## config.mk

```make
export PLATFORM = sky130hd
export DESIGN_NAME = omsp_cycle_profiler
export DESIGN_NICKNAME = d
export VERILOG_FILES = /design/src/rtl/omsp_cycle_profiler.sv
export SDC_FILE = /design/constraint.sdc
export NUM_CORES = 1
export LEC_CHECK = 0
export CORE_MARGIN = 2
export CORE_UTILIZATION = 47
export CTS_BUF_LIST = sky130_fd_sc_hd__clkbuf_2
export DETAILED_ROUTE_END_ITERATION = 6
export GPL_TIMING_DRIVEN = 1
export PLACE_DENSITY = 0.63
export REMOVE_ABC_BUFFERS = 1
export SLEW_MARGIN = 15
export SYNTH_ARGS = -nofsm -noshare
export SYNTH_HDL_FRONTEND = slang
export SYNTH_SLANG_ARGS = --single-unit
```

## constraint.sdc

```tcl
create_clock -name mclk -period 17.95 [get_ports mclk]
set_input_delay 1.795 -clock mclk [delete_from_list [all_inputs] [get_ports mclk]]
set_output_delay 1.795 -clock mclk [all_outputs]
set_load 0.05 [all_outputs]
```

## src/rtl/omsp_cycle_profiler.sv

```systemverilog
// rtl/omsp_cycle_profiler.sv - multi-channel cycle-count profiler on the openMSP430 peripheral bus
// Optional feature macro PROFILER_SNAPSHOT_EN adds CTL SNAP/SRD counter snapshots.
module omsp_cycle_profiler #(
   parameter logic [14:0] BASE_ADDR = 15'h0180,
   parameter int          NUM_CH    = 4,
   parameter int          CNT_W     = 32
) (
   input  logic        mclk,
   input  logic        puc_rst,
   input  logic [13:0] per_addr,
   input  logic [15:0] per_din,
   input  logic        per_en,
   input  logic [1:0]  per_we,
   input  logic        dbg_freeze,
   output logic [15:0] per_dout,
   output logic        irq
);

   logic              sel, rd, wr, ctl_wr, clr, tick, cnt_en, srd, gen, ie;
   logic [4:0]        reg_off;
   logic [1:0]        pre_sel;
   logic [2:0]        pre_cnt, pre_mask;
   logic [NUM_CH-1:0] run, ifg, inc, ovf, lo_hit, hi_hit, wr_hit, ifg_clr;
   logic [CNT_W-1:0]  cnt     [NUM_CH];
   logic [31:0]       cnt_ext [NUM_CH];
   logic [31:0]       cnt_wr  [NUM_CH];
   logic [31:0]       view    [NUM_CH];
   logic [15:0]       shadow  [NUM_CH];

   assign sel      = per_en && (per_addr[13:5] == BASE_ADDR[14:6]);
   assign reg_off  = per_addr[4:0];
   assign rd       = sel && (per_we == 2'b00);
   assign wr       = sel && (per_we != 2'b00);
   assign ctl_wr   = sel && per_we[0] && (reg_off == 5'd0);
   assign clr      = ctl_wr && per_din[1];
   assign cnt_en   = gen && !dbg_freeze;
   assign pre_mask = {pre_sel == 2'd3, pre_sel[1], pre_sel != 2'd0};
   assign tick     = (pre_cnt & pre_mask) == pre_mask;
   assign ifg_clr  = (sel && per_we[0] && (reg_off == 5'd3)) ? per_din[NUM_CH-1:0] : '0;

`ifdef PROFILER_SNAPSHOT_EN
   logic [CNT_W-1:0] snap [NUM_CH];
   logic             snap_req;

   assign snap_req = ctl_wr && per_din[5];

   // Snapshot takes the pre-edge value, so a same-cycle increment is excluded.
   always_ff @(posedge mclk or posedge puc_rst) begin
      if (puc_rst) begin
         srd <= 1'b0;
         for (int i = 0; i < NUM_CH; i++) snap[i] <= '0;
      end else begin
         if (ctl_wr) srd <= per_din[6];
         if (snap_req) begin
            for (int i = 0; i < NUM_CH; i++) snap[i] <= cnt[i];
         end
      end
   end
`else
   assign srd = 1'b0;
`endif

   always_comb begin
      for (int i = 0; i < NUM_CH; i++) begin
         cnt_ext[i] = 32'(cnt[i]);
`ifdef PROFILER_SNAPSHOT_EN
         view[i]    = srd ? 32'(snap[i]) : cnt_ext[i];
`else
         view[i]    = cnt_ext[i];
`endif
         lo_hit[i]  = reg_off == 5'(4 + 2 * i);
         hi_hit[i]  = reg_off == 5'(5 + 2 * i);
         inc[i]     = tick && cnt_en && run[i];
         cnt_wr[i]  = cnt_ext[i];
         if (lo_hit[i]) begin
            if (per_we[0]) cnt_wr[i][7:0]  = per_din[7:0];
            if (per_we[1]) cnt_wr[i][15:8] = per_din[15:8];
         end
         if (hi_hit[i] && (CNT_W == 32)) begin
            if (per_we[0]) cnt_wr[i][23:16] = per_din[7:0];
            if (per_we[1]) cnt_wr[i][31:24] = per_din[15:8];
         end
         wr_hit[i]  = wr && (lo_hit[i] || (hi_hit[i] && (CNT_W == 32)));
         ovf[i]     = inc[i] && !clr && !wr_hit[i] && (cnt[i] == '1);
      end
   end

   // Priority per channel: CLR, then bus write, then increment.
   always_ff @(posedge mclk or posedge puc_rst) begin
      if (puc_rst) begin
         for (int i = 0; i < NUM_CH; i++) begin
            cnt[i]    <= '0;
            shadow[i] <= '0;
         end
      end else begin
         for (int i = 0; i < NUM_CH; i++) begin
            if (clr)            cnt[i] <= '0;
            else if (wr_hit[i]) cnt[i] <= CNT_W'(cnt_wr[i]);
            else if (inc[i])    cnt[i] <= cnt[i] + 1'b1;
            if (rd && lo_hit[i] && !srd) shadow[i] <= cnt_ext[i][31:16];
         end
      end
   end

   always_ff @(posedge mclk or posedge puc_rst) begin
      if (puc_rst) begin
         gen     <= 1'b0;
         ie      <= 1'b0;
         pre_sel <= 2'd0;
         pre_cnt <= 3'd0;
         run     <= '0;
         ifg     <= '0;
         irq     <= 1'b0;
      end else begin
         if (ctl_wr) begin
            gen     <= per_din[0];
            pre_sel <= per_din[3:2];
            ie      <= per_din[4];
         end
         if (clr)         pre_cnt <= 3'd0;
         else if (cnt_en) pre_cnt <= pre_cnt + 3'd1;
         if (sel && per_we[0] && (reg_off == 5'd1))      run <= run | per_din[NUM_CH-1:0];
         else if (sel && per_we[0] && (reg_off == 5'd2)) run <= run & ~per_din[NUM_CH-1:0];
         ifg <= (ifg & ~ifg_clr) | ovf;
         irq <= ie && (|ifg);
      end
   end

   always_comb begin
      per_dout = '0;
      if (rd) begin
         case (reg_off)
            5'd0: per_dout = {9'd0, srd, 1'b0, ie, pre_sel, 1'b0, gen};
            5'd1: per_dout = 16'(run);
            5'd3: per_dout = 16'(ifg);
            default: begin
               for (int i = 0; i < NUM_CH; i++) begin
                  if (lo_hit[i]) per_dout = view[i][15:0];
                  if (hi_hit[i]) per_dout = srd ? view[i][31:16] : shadow[i];
               end
            end
         endcase
      end
   end

endmodule

```

==> results of run 1 <==
==> power by group through the flow <==
stage / registers, W / clock network [W] / logic [W]
CTS: 0.000468 / 0.000336 / 0.0000529
global route: 0.000469 / 0.000361 / 0.0000570
global placement: 0.000478 / 0 / 0.0000526
finish: 0.000468 / 0.000327 / 0.0000537
floorplan: 0.000478 / 0 / 0.0000190
detailed placement: 0.000478 / 0 / 0.0000527
==> per-stage QoR <==
stage | std cells | util (%) | cell area (um2)
finish | 2005 | 51.75 | 14730
global route | 2005 | 51.75 | 14730
CTS | 2004 | 51.74 | 14730
detailed placement | 1911 | 50.15 | 14280
global placement | 1911 | 50.15 | 14280
floorplan | 1448 | - | 13030
==> path summary, 6_finish.rpt <==
kind	startpoint	end	slack, ns	cells after the start
setup / recovery	per_addr[7]	per_dout[12]	10.85	9
hold / removal	shadow[22]	shadow[22]	0.51	1
setup reg to reg	pre_sel[0]	cnt[105]	14.71	6
hold reg to reg	shadow[22]	shadow[22]	0.51	1
max in group asynchronous	puc_rst	cnt[44]	14.86	3
min in group asynchronous	puc_rst	cnt[117]	1.52	2
==> layout make-up <==
cell class | count | area share (%)
diodes | 1 | 0.01699
clock buffers | 82 | 2.786
clock inverters | 11 | 0.2887
inverters | 24 | 0.6624
multi-input cells | 1216 | 52.82
flip-flops and latches | 208 | 35.33
well taps | 384 | 3.261
repair buffers | 79 | 4.841
==> worst max-delay path: cells and delay by family <==
| kind | cells | cell delay, ns |
|---|---|---|
| compound gates | 2 | 0.78 |
| simple gates | 4 | 1.21 |
| buf+inv | 3 | 1.50 |
==> cell families after synthesis <==
| logic type | Yosys count | synth area share (%) |
|---|---|---|
| flops | 208 | 38.55 |
| compound gates | 599 | 27.69 |
| xor+xnor | 2 | 0.1298 |
| buf+inv | 129 | 4.161 |
| simple gates | 508 | 19.39 |
| fa+ha+maj | 5 | 0.4633 |
| mux | 102 | 9.619 |
==> cells in the final DEF, fill, tap and decap left out, types with 11 or more instances in the layout <==
cell and instances:
nand4_1 29, inv_1 22, o22ai_1 17, a31oi_1 33
o31ai_1 15, a221o_1 11, a21oi_1 167, o211ai_1 14
clkinv_1 11, nor3_1 31, a22oi_1 16, o21ai_0 181
o21a_1 13, and2_1 17, mux4_2 14, o31a_1 18
nand2_1 132, buf_4 27, and3_1 23, clkbuf_2 82
nor2_1 104, clkdlybuf4s50_1 50, dfrtp_1 208, nor4_1 16
nand3_1 72, mux2_2 82, and4_1 20
==> metal layers <==
metal  vias to the layer above  share of wire (%)  global-route usage [%]
li1                       6065                  -                       -
met1                      6680                 40                   44.56
met2                       793                 45                   51.82
met3                       154                9.9                   7.368
met4                         0                5.2                   16.98
met5                         -                  0                       0
==> state kept, by name (all words and copies together) (netlist names), named ones only <==
signal,count
cnt,128
shadow,64
ifg,4
pre_cnt,3
pre_sel,2
gen,1
ie,1
irq,1
==> flow_summary_export.csv, run 1 <==
group,metric,value,unit
critical_path,cp_data_required_time,16.15,ns
power_and_ir_drop,seqPwrFrac,55.1,%
global_routing,grt_first_pass_wirelength,78190,um
power_and_ir_drop,power_frac_clock,38.5,%
global_routing,grt_pass1_vias,12955,
critical_path,crit_chain,"clkdlybuf4s50_1 -> nor4bb_1 -> and3_1 -> buf_4 -> nand2_1 -> a211o_1 -> nor2_1 -> a221o_1 -> clkdlybuf4s50_1",
power_and_ir_drop,leakagePower,5.907,nW
global_routing,gr-usage-all-layers,33.55,%
logic_synthesis,ys_ff_latch,208,
logic_synthesis,synthMostInstantiatedCell,"dfrtp_1",
critical_path,crit_slowest_cell,"clkdlybuf4s50_1",
global_routing,grt_max_degree,142,
sta,hold_violations,0,
logic_synthesis,async_flop_share,100.0,%
global_routing,grt-ovfl-total,0,
logic_synthesis,yosysWarnings,0,
logic_synthesis,synth_area_leader_cell,"dfrtp_1",
sta,fin_tns_setup,0,ns
clock_network,clk_latency,0.90,ns
power_and_ir_drop,finalPower,0.0008495,W
sta,relSlewSlack,29.21,%
drt,postRouteWirelength,50700,um
job,drv_cap,0,
critical_path,path_class,"in -> out",
critical_path,cpPeakStageDelay,0.80,ns
placement,dpl.hpwl,35160,um
logic_synthesis,synth_top_area_share,38.55,%
clock_network,post_cts_buffers,0,
worst_hold_path,worstHoldPathType,"reg -> reg",
clock_network,cts_tree,"built",
sta,fin_ws,10.85,ns
logic_synthesis,seq_area_frac_synth,38.55,%
placement,place_ws,10.92,ns
global_routing,grt_antenna_before_repair,2,
clock_network,clk_path_buf_depth,3,
power_and_ir_drop,power_density,57.66,nW/um2
logic_synthesis,synth_cell_types,82,
critical_path,cp.arrival,5.30,ns
power_and_ir_drop,comb_power_share,6.3,%
cells_and_area,regArea,5205,um2
clock_network,root_buffer,"clkbuf_2",
sta,worst_pin_slew,1.062,ns
logic_synthesis,synthesis.area,13500,um2
placement,portBuffers,52,
floorplan,die_width,173.5,um
drt,drt_iter0_drc,1634,
drt,via_per_inst,6.829,
drt,drc_errors,0,
logic_synthesis,synthTopCellsByCount,"dfrtp_1 (208), o21ai_0 (181), a21oi_1 (167)",
floorplan,dieArea,30100,um2
critical_path,worst_path_most_repeated_cell,"clkdlybuf4s50_1",
cells_and_area,num-fill-cells,2809,
clock_network,clock_sinks,208,
logic_synthesis,synthTopCellsByArea,"dfrtp_1 (39%), mux2_2 (6.8%), o21ai_0 (6.7%), a21oi_1 (6.2%), nand2_1 (3.7%)",
floorplan,die_h,173.5,um
clock_network,post_cts_resized,0,
power_and_ir_drop,switching_share,29.08,%
placement,gp_congestion,0.9609,
power_and_ir_drop,switchingPower,0.0002471,W
sta,worst_clock_skew,0.05818,ns
clock_network,cts_buffers,58,
sta,setup_viol,0,
cells_and_area,nets,1628,
logic_synthesis,synth-main-ff-cell,"dfrtp_1",
sta,rsz0062_at_grt,"no",
floorplan,fp-row-count,62,
sta,fin_crit,7.099,ns
outcome,status,"finished, final reports clean",
cells_and_area,multi_input_area,7781,um2
critical_path,cp_max_fo,21,
critical_path,end_kind,"output port",
clock_network,htree_levels,2,
drt,wl_per_cell,25.29,um
logic_synthesis,synth_cells,1553,
logic_synthesis,avgSynthCellArea,8.694,um2
sta,timing.fmax,0.1409,GHz
logic_synthesis,synth_edf_count,0,
cells_and_area,area_growth,9.119,%
sta,period_share,39.55,%
power_and_ir_drop,ir_drop,0.04500,mV
sta,drv_slew,0,
cells_and_area,drive_gt1_share,15.00,%
power_and_ir_drop,intPower,0.0006024,W
floorplan,coreArea,28470,um2
critical_path,startpoint_type,"input port",
drt,num_vias,13692,
drt,dr.pass1.iters,6,
floorplan,start_util,47.42,%
clock_network,clk_pin_slew,0.09,ns
sta,finalHoldWorstSlack,0.5094,ns
clock_network,holdBufCountCts,0,
drt,ant_nets,0,
floorplan,ioPinCount,53,
Power figures use the tool's default switching activity.
==> run 2: changes to the inputs <==
--- a/config.mk
+++ b/config.mk
@@ -10,7 +10,7 @@
 export CTS_BUF_LIST = sky130_fd_sc_hd__clkbuf_2
 export DETAILED_ROUTE_END_ITERATION = 6
 export GPL_TIMING_DRIVEN = 1
-export PLACE_DENSITY = 0.63
+export PLACE_DENSITY = 0.66
 export REMOVE_ABC_BUFFERS = 1
 export SLEW_MARGIN = 15
 export SYNTH_ARGS = -nofsm -noshare
==> constraint.sdc (replaced) <==
create_clock -name mclk -period 6.2 [get_ports mclk]
set_input_delay 0.62 -clock mclk [delete_from_list [all_inputs] [get_ports mclk]]
set_output_delay 0.62 -clock mclk [all_outputs]
set_load 0.05 [all_outputs]
==> run 2 against run 1 <==
Against the previous run: non-clock buffer count up 3; largest cell class unchanged; critical path type unchanged; sequential power rose to 2.9 times the previous value; final area up 0.62%; flip-flop and latch count unchanged; power rose to 3.0 times the previous value; cell count up 0.60%; die area unchanged; global-route usage down 0.13 points; clock power rose to 3.2 times the previous value.
==> flow_summary_export.csv, run 2 (synthesis results as in run 1) <==
group,metric,value,unit
outcome,status,"finished, final reports clean",
cells_and_area,layout_commonest_cell,"dfrtp_1",
drt,dr.pass1.iters,6,
floorplan,start_util,47.42,%
critical_path,crit_chain,"clkdlybuf4s50_1 -> or3b_2 -> nor4b_1 -> a211oi_1 -> o21ai_0 -> a21oi_1 -> a211oi_1 -> clkdlybuf4s50_1",
cells_and_area,drive_gt1_share,15.51,%
drt,postRouteWirelength,50740,um
global_routing,grt_antenna_before_repair,3,
floorplan,ioPinCount,53,
sta,drv_slew,0,
critical_path,cp_max_fo,14,
cells_and_area,final_cell_mix,"dfrtp_1 (208), o21ai_0 (181), a21oi_1 (167)",
cells_and_area,final_cell_area,14820,um2
clock_network,post_cts_buffers,0,
cells_and_area,area_growth,9.795,%
cells_and_area,largest_reg_flops,128,
sta,hold_violations,0,
clock_network,htree_levels,2,
sta,timing.fmax,0.2110,GHz
job,drv_cap,0,
sta,fin_crit,4.738,ns
power_and_ir_drop,leakagePower,5.961,nW
floorplan,die_width,173.5,um
clock_network,holdBufCountCts,0,
clock_network,clock_sinks,208,
floorplan,dieArea,30100,um2
critical_path,end_kind,"output port",
clock_network,clk_path_buf_depth,3,
floorplan,die_h,173.5,um
sta,period_share,76.43,%
clock_network,clk_pin_slew,0.11,ns
drt,num_vias,13890,
drt,drt_iter0_drc,1684,
sta,fin_tns_setup,0,ns
sta,setup_viol,0,
placement,portBuffers,52,
critical_path,rrSetupSlack,3.04,ns
global_routing,grt_pass1_vias,13151,
critical_path,cpPeakStageDelay,0.93,ns
power_and_ir_drop,ir_drop,0.1106,mV
critical_path,worstSetupStartpoint,"per_addr[2]",
global_routing,grt_max_degree,104,
clock_network,cts_buffers,57,
worst_hold_path,worstHoldPathType,"in -> async",
cells_and_area,nets,1630,
clock_network,root_buffer,"clkbuf_2",
cells_and_area,reg_top3,"cnt x128, shadow x64, ifg x4",
drt,ant_nets,0,
drt,drc_errors,0,
floorplan,coreArea,28470,um2
floorplan,fp-row-count,62,
clock_network,post_cts_resized,0,
sta,relSlewSlack,26.19,%
critical_path,r2r_end,"cnt[105]",
cells_and_area,regMostFlops,"cnt",
placement,dp.cells,1914,
clock_network,clk_latency,0.93,ns
drt,wl_per_cell,25.15,um
critical_path,r2r-start,"pre_sel[0]",
placement,gp_congestion,1.008,
global_routing,grt-ovfl-total,0,
critical_path,path_class,"in -> out",
critical_path,cp_data_required_time,5.58,ns
placement,dpl.hpwl,35380,um
sta,finalHoldWorstSlack,0.2371,ns
cells_and_area,stdcell_count,2017,
global_routing,gr-usage-all-layers,33.42,%
clock_network,cts_tree,"built",
power_and_ir_drop,power_density,172.7,nW/um2
critical_path,cp.arrival,4.12,ns
sta,worst_clock_skew,0.08054,ns
placement,dpl-instance-area,14300,um2
critical_path,crit_slowest_cell,"clkdlybuf4s50_1",
critical_path,reg2reg_depth,6,
critical_path,startpoint_type,"input port",
drt,via_per_inst,6.886,
global_routing,grt_first_pass_wirelength,78070,um
sta,rsz0062_at_grt,"no",
sta,worst_pin_slew,1.104,ns
-- run 2: cell count changes in the layout (fill, tap and decap cells not counted), sizes merged --
cell,previous run,this run
diode,1,2
buf,29,32
bufinv,0,1
clkbuf,82,88
clkinvlp,0,1
-- run 2: critical path, delay by kind of cell --
kind | cells | cell delay [ns]
buffers and inverters | 2 | 1.62
and+or+nand+nor | 2 | 1.02
AOI/OAI and AO/OA | 4 | 0.84
-- run 2: report_power, final --
part | total [W] | internal [W] | switching (W)
Sequential | 0.00136 | 0.00136 | 0.000000252
Combinational | 0.000158 | 0.0000415 | 0.000116
Clock | 0.00105 | 0.000415 | 0.000631
Total | 0.00256 | 0.00181 | 0.000748
-- run 2: final cells by class --
type | count | area, um2
diodes | 2 | 5.005
clock buffers | 88 | 440.4
clock inverters | 13 | 78.83
fillers | 2837 | 13650
inverters | 24 | 97.59
multi-input cells | 1216 | 7781
flip-flops and latches | 208 | 5205
well taps | 384 | 480.5
repair buffers | 82 | 735.7
-- run 2: per-stage QoR --
| stage | setup slack (ns) | total power (W) | util (%) |
|---|---|---|---|
| final | 1.462 | 0.002560 | 52.07 |
| after global routing | 1.207 | 0.002658 | 52.06 |
| after CTS | 1.480 | 0.002572 | 52.05 |
| after detailed placement | 1.486 | 0.001537 | 50.23 |
| after global placement | 1.555 | 0.001536 | 50.23 |
| after floorplan | -0.1008 | 0.001438 | - |
-- run 2: worst max path at each step --
| stage | depth (start not counted) | slack (ns) | end |
|---|---|---|---|
| CTS | 9 | 1.48 | per_dout[5] |
| global placement | 8 | 1.55 | per_dout[1] |
| detailed placement | 9 | 1.49 | per_dout[5] |
| floorplan | 1 | -0.10 | asynchronous set/reset pin |
| finish | 8 | 1.46 | per_dout[1] |
| global route | 9 | 1.21 | per_dout[9] |
-- run 2: metal layers --
metal | wire, um | track usage [%]
met1 | 20120 | 45.25
met2 | 22480 | 50.30
met3 | 5228 | 6.974
met4 | 2877 | 18.11
met5 | 23 | 0
==> run 3: changes to the inputs <==
==> constraint.sdc (replaced) <==
create_clock -name mclk -period 4.25 [get_ports mclk]
set_input_delay 0.425 -clock mclk [delete_from_list [all_inputs] [get_ports mclk]]
set_output_delay 0.425 -clock mclk [all_outputs]
set_load 0.05 [all_outputs]
==> run 3 against run 2 <==
Against the previous run: first-iteration DRC count grew 5.9%; largest power group unchanged; routed wire length shrank 1.4%; cell count grew 0.79%; critical path depth is the same; setup slack lost 0.73 ns; sequential power grew 46%; non-clock buffer count grew 20; clock skew shrank 0.022 ns; final area grew 1.6%; sequential share of layout area shrank 0.57 points; utilization grew 0.85 points.
==> flow_summary_export.csv, run 3 (synthesis results as in run 1) <==
group,metric,value,unit
outcome,status,"finished, final reports clean",
clock_network,htree_levels,2,
cells_and_area,nets,1650,
clock_network,clock_sinks,208,
drt,drt_iter0_drc,1783,
power_and_ir_drop,switching_share,29.05,%
global_routing,grt_antenna_before_repair,2,
drt,dr.pass1.iters,7,
global_routing,grt_max_degree,113,
clock_network,post_cts_buffers,0,
power_and_ir_drop,ir_drop,0.1521,mV
critical_path,cpPeakStageDelay,0.61,ns
placement,gp_congestion,1.026,
cells_and_area,drive_gt1_share,17.36,%
sta,fin_tns_setup,0,ns
power_and_ir_drop,finalPower,0.003624,W
clock_network,root_buffer,"clkbuf_2",
cells_and_area,largest_reg_flops,128,
critical_path,rrSetupSlack,1.38,ns
cells_and_area,regMostFlops,"cnt",
clock_network,post_cts_resized,0,
placement,dp.cells,1934,
critical_path,cp_data_required_time,3.83,ns
critical_path,cp_max_fo,11,
placement,dpl.hpwl,35220,um
worst_hold_path,worstHoldPathType,"in -> async",
clock_network,clk_latency,0.90,ns
drt,wl_per_cell,24.60,um
floorplan,ioPinCount,53,
critical_path,end_kind,"output port",
critical_path,crit_slowest_cell,"a211o_1",
floorplan,die_width,173.5,um
critical_path,startpoint_type,"input port",
global_routing,gr-usage-all-layers,32.80,%
sta,setup_viol,0,
power_and_ir_drop,seqPwrFrac,54.6,%
floorplan,coreArea,28470,um2
clock_network,clk_path_buf_depth,3,
power_and_ir_drop,intPower,0.002571,W
sta,worst_pin_slew,0.9130,ns
sta,period_share,82.87,%
sta,relSlewSlack,38.94,%
drt,postRouteWirelength,50010,um
sta,timing.fmax,0.2839,GHz
floorplan,start_util,47.42,%
job,drv_cap,0,
critical_path,cp.arrival,3.10,ns
sta,hold_violations,0,
power_and_ir_drop,switchingPower,0.001053,W
placement,portBuffers,52,
clock_network,clk_pin_slew,0.12,ns
cells_and_area,fin_util,52.92,%
drt,drc_errors,0,
global_routing,grt_first_pass_wirelength,76980,um
floorplan,die_h,173.5,um
power_and_ir_drop,comb_power_share,6.4,%
power_and_ir_drop,power_frac_clock,39.0,%
critical_path,crit_chain,"clkdlybuf4s50_1 -> nor4bb_1 -> and3_1 -> nand2_1 -> a211o_1 -> nor2_1 -> a221o_1 -> buf_12",
sta,fin_crit,3.522,ns
clock_network,cts_buffers,57,
drt,ant_nets,0,
drt,num_vias,13910,
power_and_ir_drop,power_density,240.5,nW/um2
sta,rsz0062_at_grt,"no",
critical_path,path_class,"in -> out",
power_and_ir_drop,leakagePower,6.089,nW
sta,fin_ws,0.7278,ns
cells_and_area,stdcell_count,2033,
clock_network,cts_tree,"built",
floorplan,fp-row-count,62,
sta,drv_slew,0,
global_routing,grt_pass1_vias,13080,
cells_and_area,layout_commonest_cell,"dfrtp_1",
floorplan,dieArea,30100,um2
drt,via_per_inst,6.842,
cells_and_area,final_cell_mix,"dfrtp_1 (208), o21ai_0 (181), a21oi_1 (167)",
cells_and_area,reg_top3,"cnt x128, shadow x64, ifg x4",
clock_network,holdBufCountCts,0,
sta,worst_clock_skew,0.05860,ns
cells_and_area,area_growth,11.59,%
global_routing,grt-ovfl-total,0,
placement,place_ws,0.4866,ns
-- run 3: cell types whose count changed in the layout (fill, tap and decap cells not counted), moves of 2 or more --
cell,before,now
nor3_4,3,1
clkbuf_2,88,86
clkdlybuf4s50_1,50,34
buf_12,0,16
buf_4,30,50
nor3_2,2,4
-- run 3: worst max-delay path, delay by kind of cell --
family                 cells  cell delay [ns]
AND/OR/NAND/NOR            4             1.27
AO/OA/AOI/OAI              2             0.80
buffers and inverters      2             0.59
-- run 3: layout make-up --
| type | instances | area [um2] |
|---|---|---|
| repair buffers | 102 | 1046 |
| fillers | 2704 | 13400 |
| clock buffers | 86 | 430.4 |
| diodes | 2 | 5.005 |
| multi-input cells | 1216 | 7760 |
| flip-flops and latches | 208 | 5205 |
| clock inverters | 11 | 42.54 |
| well taps | 384 | 480.5 |
| inverters | 24 | 97.59 |
-- run 3: worst paths after layout --
path                        startpoint            to  cells after the start
min in group mclk          per_addr[1]     flip-flop                      2
hold / removal                 puc_rst    shadow[17]                      2
hold reg to reg             shadow[38]    shadow[38]                      1
setup / recovery           per_addr[7]  per_dout[11]                      8
setup reg to reg            pre_sel[0]       cnt[11]                      6
max in group asynchronous      puc_rst        cnt[8]                      3
-- run 3: stage by stage --
| step | hold slack (ns) | cell area (um2) |
|---|---|---|
| finish | 0.08970 | 15070 |
| global route | 0.1312 | 15060 |
| CTS | 0.07491 | 15060 |
| detailed placement | 0.4966 | 14590 |
| global placement | 0.4906 | 14590 |
| floorplan | 0.4750 | 13030 |
-- run 3: per-layer routing --
layer | track usage [%] | part of all wire (%) | vias to the layer above
li1 | - | - | 6104
met1 | 43.96 | 39 | 6672
met2 | 48.68 | 43 | 921
met3 | 7.741 | 11 | 211
met4 | 18.96 | 6.4 | 2
met5 | 0 | 0.026 | -
-- run 3: power by group through the flow --
stage               logic [W]  clock network [W]  registers, W
global placement     0.000224                  0       0.00202
floorplan           0.0000803                  0       0.00202
global route         0.000245            0.00154       0.00198
CTS                  0.000228            0.00144       0.00198
detailed placement   0.000227                  0       0.00202
finish               0.000233            0.00141       0.00198
